### src/rtl/sseg_scan_ctrl.sv
// Eight-digit common-anode seven-segment scan controller on an MMIO slot.
// Per-digit dwell, lit fraction, digit mask and a blanking guard between digits.
module sseg_scan_ctrl #(
  parameter int unsigned GUARD     = 4,
  parameter int unsigned DWELL_RST = 12500
) (
  input  logic        clk,
  input  logic        reset_n,
  input  logic        cs,
  input  logic        read,
  input  logic        write,
  input  logic [4:0]  addr,
  input  logic [31:0] wr_data,
  output logic [31:0] rd_data,
  output logic [7:0]  an,
  output logic [7:0]  sseg,
  output logic        frame_tick
);

  localparam int unsigned CW = 16;
  localparam int unsigned IW = 3;

  typedef enum logic [1:0] {S_IDLE, S_LIT, S_DARK, S_GUARD} state_t;

  logic [7:0][7:0] pat_q;
  logic [CW-1:0]   dwell_q, lit_q;
  logic [7:0]      mask_q;
  logic            run_q;

  state_t          state_q, state_d;
  logic [CW-1:0]   cnt_q, cnt_d;
  logic [CW-1:0]   dwell_l_q, dwell_l_d, lit_l_q, lit_l_d;
  logic [IW-1:0]   idx_q, idx_d;
  logic            wrap_q, wrap_d;

  logic            slot_end_c;
  logic [CW-1:0]   dwell_eff_c;
  logic [IW-1:0]   first_idx_c, next_idx_c;

  logic            unused_in;
  assign unused_in = ^{read, addr[4:2]};

  // First enabled digit at or after start, searching cyclically.
  function automatic logic [IW-1:0] first_enabled(input logic [7:0] m, input logic [IW-1:0] start);
    logic [IW-1:0] j;
    first_enabled = start;
    for (int i = 7; i >= 0; i--) begin
      j = start + IW'(i);
      if (m[j]) first_enabled = j;
    end
  endfunction

  // Register file
  always_ff @(posedge clk or negedge reset_n) begin
    if (!reset_n) begin
      pat_q   <= '1;
      dwell_q <= CW'(DWELL_RST);
      lit_q   <= '1;
      mask_q  <= '1;
      run_q   <= 1'b0;
    end else if (cs && write) begin
      case (addr[1:0])
        2'd0: pat_q[3:0] <= wr_data;
        2'd1: pat_q[7:4] <= wr_data;
        2'd2: begin
          lit_q   <= wr_data[31:16];
          dwell_q <= wr_data[15:0];
        end
        default: begin
          run_q  <= wr_data[16];
          mask_q <= wr_data[7:0];
        end
      endcase
    end
  end

  always_comb begin
    case (addr[1:0])
      2'd0:    rd_data = pat_q[3:0];
      2'd1:    rd_data = pat_q[7:4];
      2'd2:    rd_data = {lit_q, dwell_q};
      default: rd_data = {15'b0, run_q, 8'b0, mask_q};
    endcase
  end

  assign dwell_eff_c = (dwell_q == '0) ? CW'(1) : dwell_q;
  assign first_idx_c = first_enabled(mask_q, idx_q);
  assign next_idx_c  = first_enabled(mask_q, idx_q + IW'(1));

  // State register
  always_ff @(posedge clk or negedge reset_n) begin
    if (!reset_n) begin
      state_q   <= S_IDLE;
      cnt_q     <= '0;
      dwell_l_q <= CW'(1);
      lit_l_q   <= '0;
      idx_q     <= '0;
      wrap_q    <= 1'b0;
    end else begin
      state_q   <= state_d;
      cnt_q     <= cnt_d;
      dwell_l_q <= dwell_l_d;
      lit_l_q   <= lit_l_d;
      idx_q     <= idx_d;
      wrap_q    <= wrap_d;
    end
  end

  // Next-state logic; slot end either leaves to IDLE or starts the next enabled digit
  always_comb begin
    state_d    = state_q;
    cnt_d      = cnt_q;
    dwell_l_d  = dwell_l_q;
    lit_l_d    = lit_l_q;
    idx_d      = idx_q;
    wrap_d     = 1'b0;
    slot_end_c = 1'b0;

    case (state_q)
      S_IDLE: begin
        if (run_q && (mask_q != '0)) begin
          idx_d     = first_idx_c;
          cnt_d     = '0;
          dwell_l_d = dwell_eff_c;
          lit_l_d   = lit_q;
          state_d   = (lit_q != '0) ? S_LIT : S_DARK;
        end
      end
      S_LIT, S_DARK: begin
        cnt_d = cnt_q + CW'(1);
        if (cnt_q == dwell_l_q - CW'(1)) begin
          if (GUARD == 0) begin
            slot_end_c = 1'b1;
          end else begin
            state_d = S_GUARD;
            cnt_d   = '0;
          end
        end else if ((state_q == S_LIT) && (cnt_q == lit_l_q - CW'(1))) begin
          state_d = S_DARK;
        end
      end
      S_GUARD: begin
        cnt_d = cnt_q + CW'(1);
        if (cnt_q == CW'(GUARD - 1)) slot_end_c = 1'b1;
      end
      default: state_d = S_IDLE;
    endcase

    if (slot_end_c) begin
      cnt_d = '0;
      if (!run_q || (mask_q == '0)) begin
        state_d = S_IDLE;
      end else begin
        idx_d     = next_idx_c;
        dwell_l_d = dwell_eff_c;
        lit_l_d   = lit_q;
        wrap_d    = (next_idx_c <= idx_q);
        state_d   = (lit_q != '0) ? S_LIT : S_DARK;
      end
    end
  end

  // Pin register, one cycle behind the state register; patterns are read live
  always_ff @(posedge clk or negedge reset_n) begin
    if (!reset_n) begin
      an         <= 8'hFF;
      sseg       <= 8'hFF;
      frame_tick <= 1'b0;
    end else begin
      frame_tick <= wrap_q;
      if (state_q == S_LIT) begin
        an   <= ~(8'd1 << idx_q);
        sseg <= pat_q[idx_q];
      end else begin
        an   <= 8'hFF;
        sseg <= 8'hFF;
      end
    end
  end

endmodule

### config.mk
export PLATFORM = sky130hd
export DESIGN_NAME = sseg_scan_ctrl
export DESIGN_NICKNAME = d
export VERILOG_FILES = /design/src/rtl/sseg_scan_ctrl.sv
export SDC_FILE = /design/constraint.sdc
export NUM_CORES = 1
export LEC_CHECK = 0
export CORE_MARGIN = 3
export CORE_UTILIZATION = 26
export CTS_CLUSTER_SIZE = 30
export DETAILED_ROUTE_END_ITERATION = 6
export GPL_TIMING_DRIVEN = 1
export PLACE_DENSITY = 0.52
export SYNTH_ARGS = -nofsm -noshare
export SYNTH_HDL_FRONTEND = slang
export SYNTH_SLANG_ARGS = --single-unit
### constraint.sdc
create_clock -name clk -period 5.58 [get_ports clk]
set_input_delay 1.674 -clock clk [delete_from_list [all_inputs] [get_ports clk]]
set_output_delay 1.674 -clock clk [all_outputs]
set_load 0.005 [all_outputs]
### Word-level counts from Yosys, hierarchy flattened

Index checks and enable logic that the tools add are counted.

* div/mod/pow operators: 0
* $lt $le $gt $ge: 16
* equal/unequal tests: 10
* reduce and logical (&&, ||, !) cells: 19
* multiply operators: 0
* muxes and demuxes: 79
* shift-type cells: 1
* add/subtract/negate cells: 17
* bitwise operators: 2

Operator list (count)
* 16-bit two-way mux: 12
* 32-bit case mux with 3 select lines: 1
* 3-bit by 4-bit < comparator with 1-bit output, second input constant: 15
* 3-bit two-way mux: 20
* 16-bit case mux with 3 select lines: 1
* 1-bit binary-select mux with 3-bit select: 15
* 16-bit == test: 2
* 16-bit by 1-bit subtractor with 16-bit output, second input constant: 2
* 3-bit adder, second input constant: 8
* 8-bit binary-select mux with 3-bit select: 1
* 8-bit two-way mux: 3
* 1-bit two-way mux: 19
* 16-bit by 1-bit adder with 16-bit output, second input constant: 1
* 16-bit by 2-bit == test with 1-bit output, second input constant: 1
* 16-bit zero test: 1
* 16-bit nonzero test: 1
* 3-bit by 2-bit adder with 3-bit output, second input constant: 4
* 2-bit two-way mux: 6
* 8-bit zero test: 1
* 8-bit inverter: 1
* 2-bit AND reduction: 4
* 8-bit nonzero test: 1
* 1-bit by 3-bit << shifter with 8-bit output, first input constant: 1
* 3-bit by 1-bit adder with 3-bit output, second input constant: 2
* other kinds (15): 21

* output and inout port bits: 49
* memories kept: 0
* bits of input ports: 42
* memory bits (writable): 0
* bits in registers: 176
* ROM bits: 0
* latch bits: 0

### Logic depth before layout (Yosys ltp)

Gate-level depths: netlist of the first run.

* word-level depth: 15
* depth in mapped cells: 19
* depth with buffers taken out: 15

### Worst setup path before layout of the first run

Ideal clock, no wire load.

* path type: in2out
* start: in addr[0]
* end: out rd_data[10]
* stages: 5
* data required time: 3.906 ns
* path slack: 0.587 ns
* data arrival time: 3.319 ns
* buffers on the path: 3
* cells stage by stage: clkbuf_1 -> buf_1 -> buf_1 -> mux2i_1 -> o21ai_0

* cells in the longest elaborated chain, start to end: 2

RTL lines
* from (decl): line 12 `input logic [4:0] addr,`
* 2-bit == test (tied with other cells): line 78 `case (addr[1:0])`
* 32-bit case mux with 3 select lines *: line 78
* to (decl): line 14 `output logic [31:0] rd_data,`

Mark *: on every way between the ends. The rest lies on a longest branch, timed or not.

### Worst setup path in the final report of the first run

* start: in addr[0]
* end: out rd_data[29]

The elaborated chain is that of the path after synthesis.

==> results of run 1 <==
[metrics by stage]
| step | std cells | setup WS, ns |
|---|---|---|
| 2_1_floorplan | 993 | 0.587 |
| 3_3_place_gp | 1567 | 0.389 |
| 3_5_place_dp | 1567 | 0.387 |
| 4_1_cts | 1599 | 0.348 |
| 5_1_grt | 1599 | 0.315 |
| 6_report | 1599 | 0.355 |
[power by group through the flow]
stage	clock, mW	combinational, mW	sequential (mW)
final	1.23	3.68	2.22
after global routing	1.31	4.06	2.28
after detailed placement	0	3.69	2.23
after CTS	1.26	3.71	2.21
after floorplan	0	2.88	2.02
after global placement	0	3.64	2.22
[routing by layer]
metal | vias to the layer above | wire, um
li1 | 3815 | -
met1 | 4252 | 14800
met2 | 191 | 15000
met3 | 24 | 1380
met4 | 0 | 300
met5 | - | 0
[sequential cells by signal, indices dropped and copies added, names as in the netlist, named ones only]
name        flops
mask_q          8
run_q           1
state_q         2
cnt_q          16
wrap_q          1
dwell_l_q      15
sseg            8
pat_q          64
lit_q          16
idx_q           3
dwell_q        16
frame_tick      1
an              8
[logic make-up after synthesis]
family / count (synthesis)
simple gates: 242
buf+inv: 102
compound gates: 172
fa+ha+maj: 18
mux: 233
flops: 176
xor+xnor: 50
[Yosys cell counts (4+ instances only)]
master	count	area, um^2
mux2_2	145	1630
dfstp_2	111	2920
nand2_1	88	330
dfrtp_1	65	1630
mux2i_1	47	470
o21ai_0	47	235
clkbuf_1	46	173
mux4_2	40	901
nor2_1	34	128
nand3_1	33	165
xnor2_1	33	289
inv_1	24	90.1
a21oi_1	18	90.1
ha_1	18	225
xor2_1	17	149
nor4_1	16	100
nor3_1	13	65.1
buf_1	12	45.0
buf_2	11	55.1
nand4_1	11	68.8
a31oi_1	10	62.6
nor2b_1	9	56.3
a211oi_1	8	60.1
o2111ai_1	8	70.1
o211ai_1	7	52.6
o21ai_2	7	61.3
a21o_1	6	45.0
nand2b_1	5	31.3
nor4b_1	5	43.8
a221oi_1	4	35.0
and3_1	4	25.0
and4_1	4	35.0
o21a_1	4	30.0
o22ai_1	4	25.0
[worst max path at each step]
stage                        from           to  slack, ns  cells after the start
after floorplan           addr[0]  rd_data[10]       0.59                      5
after CTS                 addr[0]  rd_data[29]       0.35                      5
after detailed placement  addr[0]  rd_data[13]       0.39                      4
final                     addr[0]  rd_data[29]       0.36                      5
after global placement    addr[0]  rd_data[13]       0.39                      4
after global routing      addr[0]  rd_data[29]       0.32                      5
[cell type report]
class | count | share of cell area (%)
multi-input cells | 715 | 46.7
flip-flops and latches | 176 | 34.6
repair buffers | 110 | 8.17
well taps | 539 | 5.13
clock buffers | 18 | 3.34
clock inverters | 14 | 1.31
inverters | 27 | 0.771
[critical path: cells and delay by family]
| family | cells | cell delay [ns] |
|---|---|---|
| compound gates | 1 | 0.31 |
| buf+inv | 3 | 1.44 |
| mux | 1 | 0.10 |
==> impl_metrics.json, run 1 <==
{
  "synthAdderAreaFrac_pct": 2.02,
  "area_delta_synth_final_pct": 18.2,
  "worstHoldStart": "wrap_q",
  "slew_headroom_pct": 31.8,
  "grt_pass1_vias": 8236,
  "cts_buffer_depth": 2,
  "yosysWarnings": 0,
  "worstPathMaxFanout": 18,
  "path_class": "input port to output port",
  "ant_nets": 0,
  "required_ns": 3.91,
  "outcome": "completed",
  "rows": 75,
  "maxCapViolCount": 0,
  "dpl.hpwl_um": 22400,
  "rr_startpoint": "idx_q[2]",
  "drtIter0Drc": 566,
  "vias": 8282,
  "finalPower_mw": 7.13,
  "worst-r2r-setup-slack_ns": 1.57,
  "fin_util_pct": 31.2,
  "drive_gt1_share_pct": 36.2,
  "switchingPower_mw": 2.96,
  "p_int_mw": 4.17,
  "swShare_pct": 41.6,
  "finalSetupViolCount": 0,
  "regArea_um2": 4540,
  "clk_pin_slew_ns": 0.07,
  "final_common_cell": "mux2_2",
  "fp.dieH_um": 213,
  "ys_async_sr_fraction_pct": 100,
  "start_kind": "input port",
  "root_buffer": "clkbuf_16",
  "track_usage_pct": 14.0,
  "fin_area_um2": 13200,
  "skew_ns": 0.0178,
  "grt_use_met1_pct": 19.9,
  "io_pins": 91,
  "ys_seq_area_share_pct": 40.8,
  "cts.sink_count": 176,
  "drc": 0,
  "worstPathArrival_ns": 3.55,
  "syn-instance-count": 993,
  "wl_per_cell_um": 19.6,
  "fmax_ghz": 0.191,
  "tns_ns": 0,
  "place_area_um2": 12500,
  "min_to": "frame_tick",
  "cp_slowest_stage_delay_ns": 0.57,
  "min_path_type": "register to register",
  "synth_area_per_cell_um2": 11.2,
  "multi_input_area_um2": 6140,
  "grt_busiest_layer": "met2",
  "hold_depth": 0,
  "cts_tree": "built",
  "clock_latency_ns": 0.44,
  "finalMaxSlewViolations": 0,
  "ys.flop_type": "dfstp_2",
  "p_comb_share_pct": 51.6,
  "cts_buffers": 17,
  "ctsHoldBuffers": 0,
  "antenna_found_initial": 0,
  "core-area_um2": 42100,
  "grt_util_met3_pct": 2.51,
  "min_period_ns": 5.22,
  "cts_resized": 0,
  "slowest_stage": "clkdlybuf4s50_1",
  "grt_overflow_total": 0,
  "worst_r2r_endpoint": "wrap_q",
  "grt_max_degree": 76,
  "dr.pass1.iters": 7,
  "via_per_inst": 5.18,
  "clkPwrFrac_pct": 17.3,
  "nFillCells": 4241,
  "start_util_pct": 26.4,
  "synth_xor_area_share_pct": 3.94,
  "synth_top_family_by_area": "multiplexers",
  "synth-simple-area-share_pct": 11.1,
  "syn_area_um2": 11100,
  "grt_pass1_wl_um": 49400,
  "portBuffers": 86,
  "wirelength_um": 31400,
  "endpoint_kind": "output port",
  "synth_mux_area_share_pct": 27.1,
  "p_leak_nw": 4.94,
  "die_width_um": 213,
  "whs_ns": 0.357,
  "syn-num-nets": 1053,
  "post-cts-setup-buffers": 0,
  "dieArea_um2": 45300,
  "synth-seq-cells": 176,
  "grtUsageMet2_pct": 22.5,
  "synth_compound_area_share_pct": 10.9,
  "final_cell_mix": "mux2_2 (145), dfstp_2 (111), nand2_1 (88)",
  "timing.final.crit_share_pct": 93.6,
  "yosysUniqueCellTypes": 81,
  "htreeDepth": 4,
  "path_cells": "buf_2 -> buf_4 -> mux2i_1 -> o21ai_0 -> clkdlybuf4s50_1",
  "worst_slew_pin_slew_ns": 1.02,
  "p_per_area_nw_per_um2": 542,
  "nets": 1107,
  "final_hold_viol_count": 0,
  "synth-edff-count": 0,
  "peakVddDrop_uv": 258,
  "diodes": 0,
  "power_frac_seq_pct": 31.1,
  "r2r_cells": 14,
  "rsz0062_at_grt": "false",
  "gp_congestion": 0.818
}
No activity file was read; power rests on OpenSTA's default activity.
==> run 2: changes to the inputs <==
--- a/config.mk
+++ b/config.mk
@@ -6,4 +6,6 @@
 export NUM_CORES = 1
 export LEC_CHECK = 0
+export CELL_PAD_IN_SITES_DETAIL_PLACEMENT = 1
+export CELL_PAD_IN_SITES_GLOBAL_PLACEMENT = 1
 export CORE_MARGIN = 3
 export CORE_UTILIZATION = 26
@@ -11,5 +13,5 @@
 export DETAILED_ROUTE_END_ITERATION = 6
 export GPL_TIMING_DRIVEN = 1
-export PLACE_DENSITY = 0.52
+export PLACE_DENSITY = 0.59
 export SYNTH_ARGS = -nofsm -noshare
 export SYNTH_HDL_FRONTEND = slang
==> constraint.sdc (replaced) <==
create_clock -name clk -period 5.58 [get_ports clk]
set_input_delay 1.395 -clock clk [delete_from_list [all_inputs] [get_ports clk]]
set_output_delay 1.395 -clock clk [all_outputs]
set_load 0.005 [all_outputs]
==> run 2 against run 1 <==
Clock-buffer cell count down 1. Hold slack better by 0.015 ns. Sequential power hardly changed. Final cell count fell by 0.25%. Design area shrank 0.40%. Sequential cell count did not move. Largest cell class unchanged. Critical path depth up 1. Via count hardly changed. Combinational power rose by 2%. Critical endpoint unchanged.
==> impl_metrics.json, run 2 (synthesis gave the netlist of run 1 again) <==
{
  "outcome": "completed",
  "ctsHoldBuffers": 0,
  "start_util_pct": 26.4,
  "timing.final.crit_share_pct": 84.3,
  "htreeDepth": 4,
  "io_pins": 91,
  "worstHoldStart": "wrap_q",
  "r2r_cells": 16,
  "dr.pass1.iters": 5,
  "skew_ns": 0.0146,
  "post-cts-setup-buffers": 0,
  "worstPathMaxFanout": 16,
  "p_leak_nw": 4.92,
  "final_hold_viol_count": 0,
  "die_width_um": 213,
  "rows": 75,
  "finalMaxSlewViolations": 0,
  "whs_ns": 0.372,
  "wirelength_um": 34000,
  "highest_layer": "met4",
  "diodes": 0,
  "cts.sink_count": 176,
  "nets": 1103,
  "grt_pass1_wl_um": 53300,
  "peakVddDrop_uv": 265,
  "portBuffers": 86,
  "area_delta_synth_final_pct": 17.7,
  "path_class": "input port to output port",
  "gp_congestion": 0.800,
  "endpoint_kind": "output port",
  "cts_buffer_depth": 2,
  "required_ns": 4.18,
  "antenna_found_initial": 0,
  "core-area_um2": 42100,
  "grt_pass1_vias": 8747,
  "fmax_ghz": 0.213,
  "p_per_area_nw_per_um2": 554,
  "start_kind": "input port",
  "largest_reg_flops": 64,
  "cp_slowest_stage_delay_ns": 0.59,
  "min_to": "frame_tick",
  "via_per_inst": 5.19,
  "wl_met3_um": 1080,
  "final_common_cell": "mux2_2",
  "slew_headroom_pct": 32.8,
  "cts_buffers": 17,
  "dpl.hpwl_um": 24100,
  "root_buffer": "clkbuf_16",
  "finalSetupViolCount": 0,
  "ant_nets": 0,
  "nFillCells": 4616,
  "clock_latency_ns": 0.45,
  "slowest_stage": "clkdlybuf4s50_1",
  "min_path_type": "register to register",
  "grt_overflow_total": 0,
  "worstPathArrival_ns": 3.31,
  "path_cells": "clkdlybuf4s50_1 -> nor2b_2 -> buf_12 -> nand2_1 -> o21ai_0 -> clkdlybuf4s50_1",
  "vias": 8275,
  "dieArea_um2": 45300,
  "crit_buf_inv": 3,
  "worst-r2r-setup-slack_ns": 1.06,
  "cp_common_cell": "clkdlybuf4s50_1",
  "drive_gt1_share_pct": 36.0,
  "final_cell_mix": "mux2_2 (145), dfstp_2 (111), nand2_1 (88)",
  "clk_pin_slew_ns": 0.08,
  "fp.dieH_um": 213,
  "met1_length_um": 16600,
  "cts_tree": "built",
  "hold_depth": 0,
  "rr_startpoint": "idx_q[0]",
  "worst_r2r_endpoint": "wrap_q",
  "drtIter0Drc": 429,
  "grt_max_degree": 105,
  "maxCapViolCount": 0,
  "track_usage_pct": 15.2,
  "rsz0062_at_grt": "false",
  "startpoint": "addr[1]",
  "min_period_ns": 4.70,
  "cts_resized": 0,
  "met2_length_um": 16000,
  "cp_top_family": "buffers and inverters",
  "worst_slew_pin_slew_ns": 1.01,
  "largest_register": "pat_q",
  "tns_ns": 0,
  "wl_per_cell_um": 21.3,
  "drc": 0
}
-- run 2: cell types whose count changed in the layout (fill, tap and decap cells not counted) --
cell,change
buf_12,-2
clkinv_4,-3
clkbuf_8,-1
inv_6,+3
buf_4,-2
clkinv_8,+1
-- run 2: final cells by class --
| class | instances | area [um^2] | share of cell area (%) |
|---|---|---|---|
| multi-input cells | 715 | 6140 | 46.9 |
| clock inverters | 15 | 189 | 1.44 |
| clock buffers | 17 | 425 | 3.25 |
| flip-flops and latches | 176 | 4540 | 34.7 |
| repair buffers | 106 | 1020 | 7.78 |
| inverters | 27 | 101 | 0.774 |
| well taps | 539 | 674 | 5.15 |
-- run 2: report_power, final --
part	internal [mW]	switching, mW
registers	1.76	0.477
logic	1.76	2.01
clock network	0.646	0.604
total	4.16	3.10
-- run 2: worst max path at each step --
| stage | to | depth (start not counted) |
|---|---|---|
| 3_5_place_dp | rd_data[13] | 6 |
| 3_3_place_gp | rd_data[13] | 6 |
| 5_1_grt | wrap_q | 16 |
| 6_report | rd_data[29] | 6 |
| 2_1_floorplan | rd_data[10] | 5 |
| 4_1_cts | rd_data[13] | 6 |
-- run 2: per-stage QoR --
stage | total power [mW] | instance area (um^2) | utilization (%) | worst slack [ns] | std cells
after global routing | 7.79 | 13100 | 31.1 | 0.626 | 1595
after global placement | 5.93 | 12500 | 29.6 | 0.845 | 1563
final | 7.25 | 13100 | 31.1 | 0.875 | 1595
after CTS | 7.30 | 13100 | 31.1 | 0.869 | 1595
after detailed placement | 6.01 | 12500 | 29.6 | 0.884 | 1563
after floorplan | 4.89 | 11100 | - | 1.14 | 993
-- run 2: layer usage --
layer / vias to the layer above / GRT usage (%)
li1: 3800 / -
met1: 4294 / 21.8
met2: 162 / 24.4
met3: 19 / 2.48
met4: 0 / 2.94
met5: - / 0
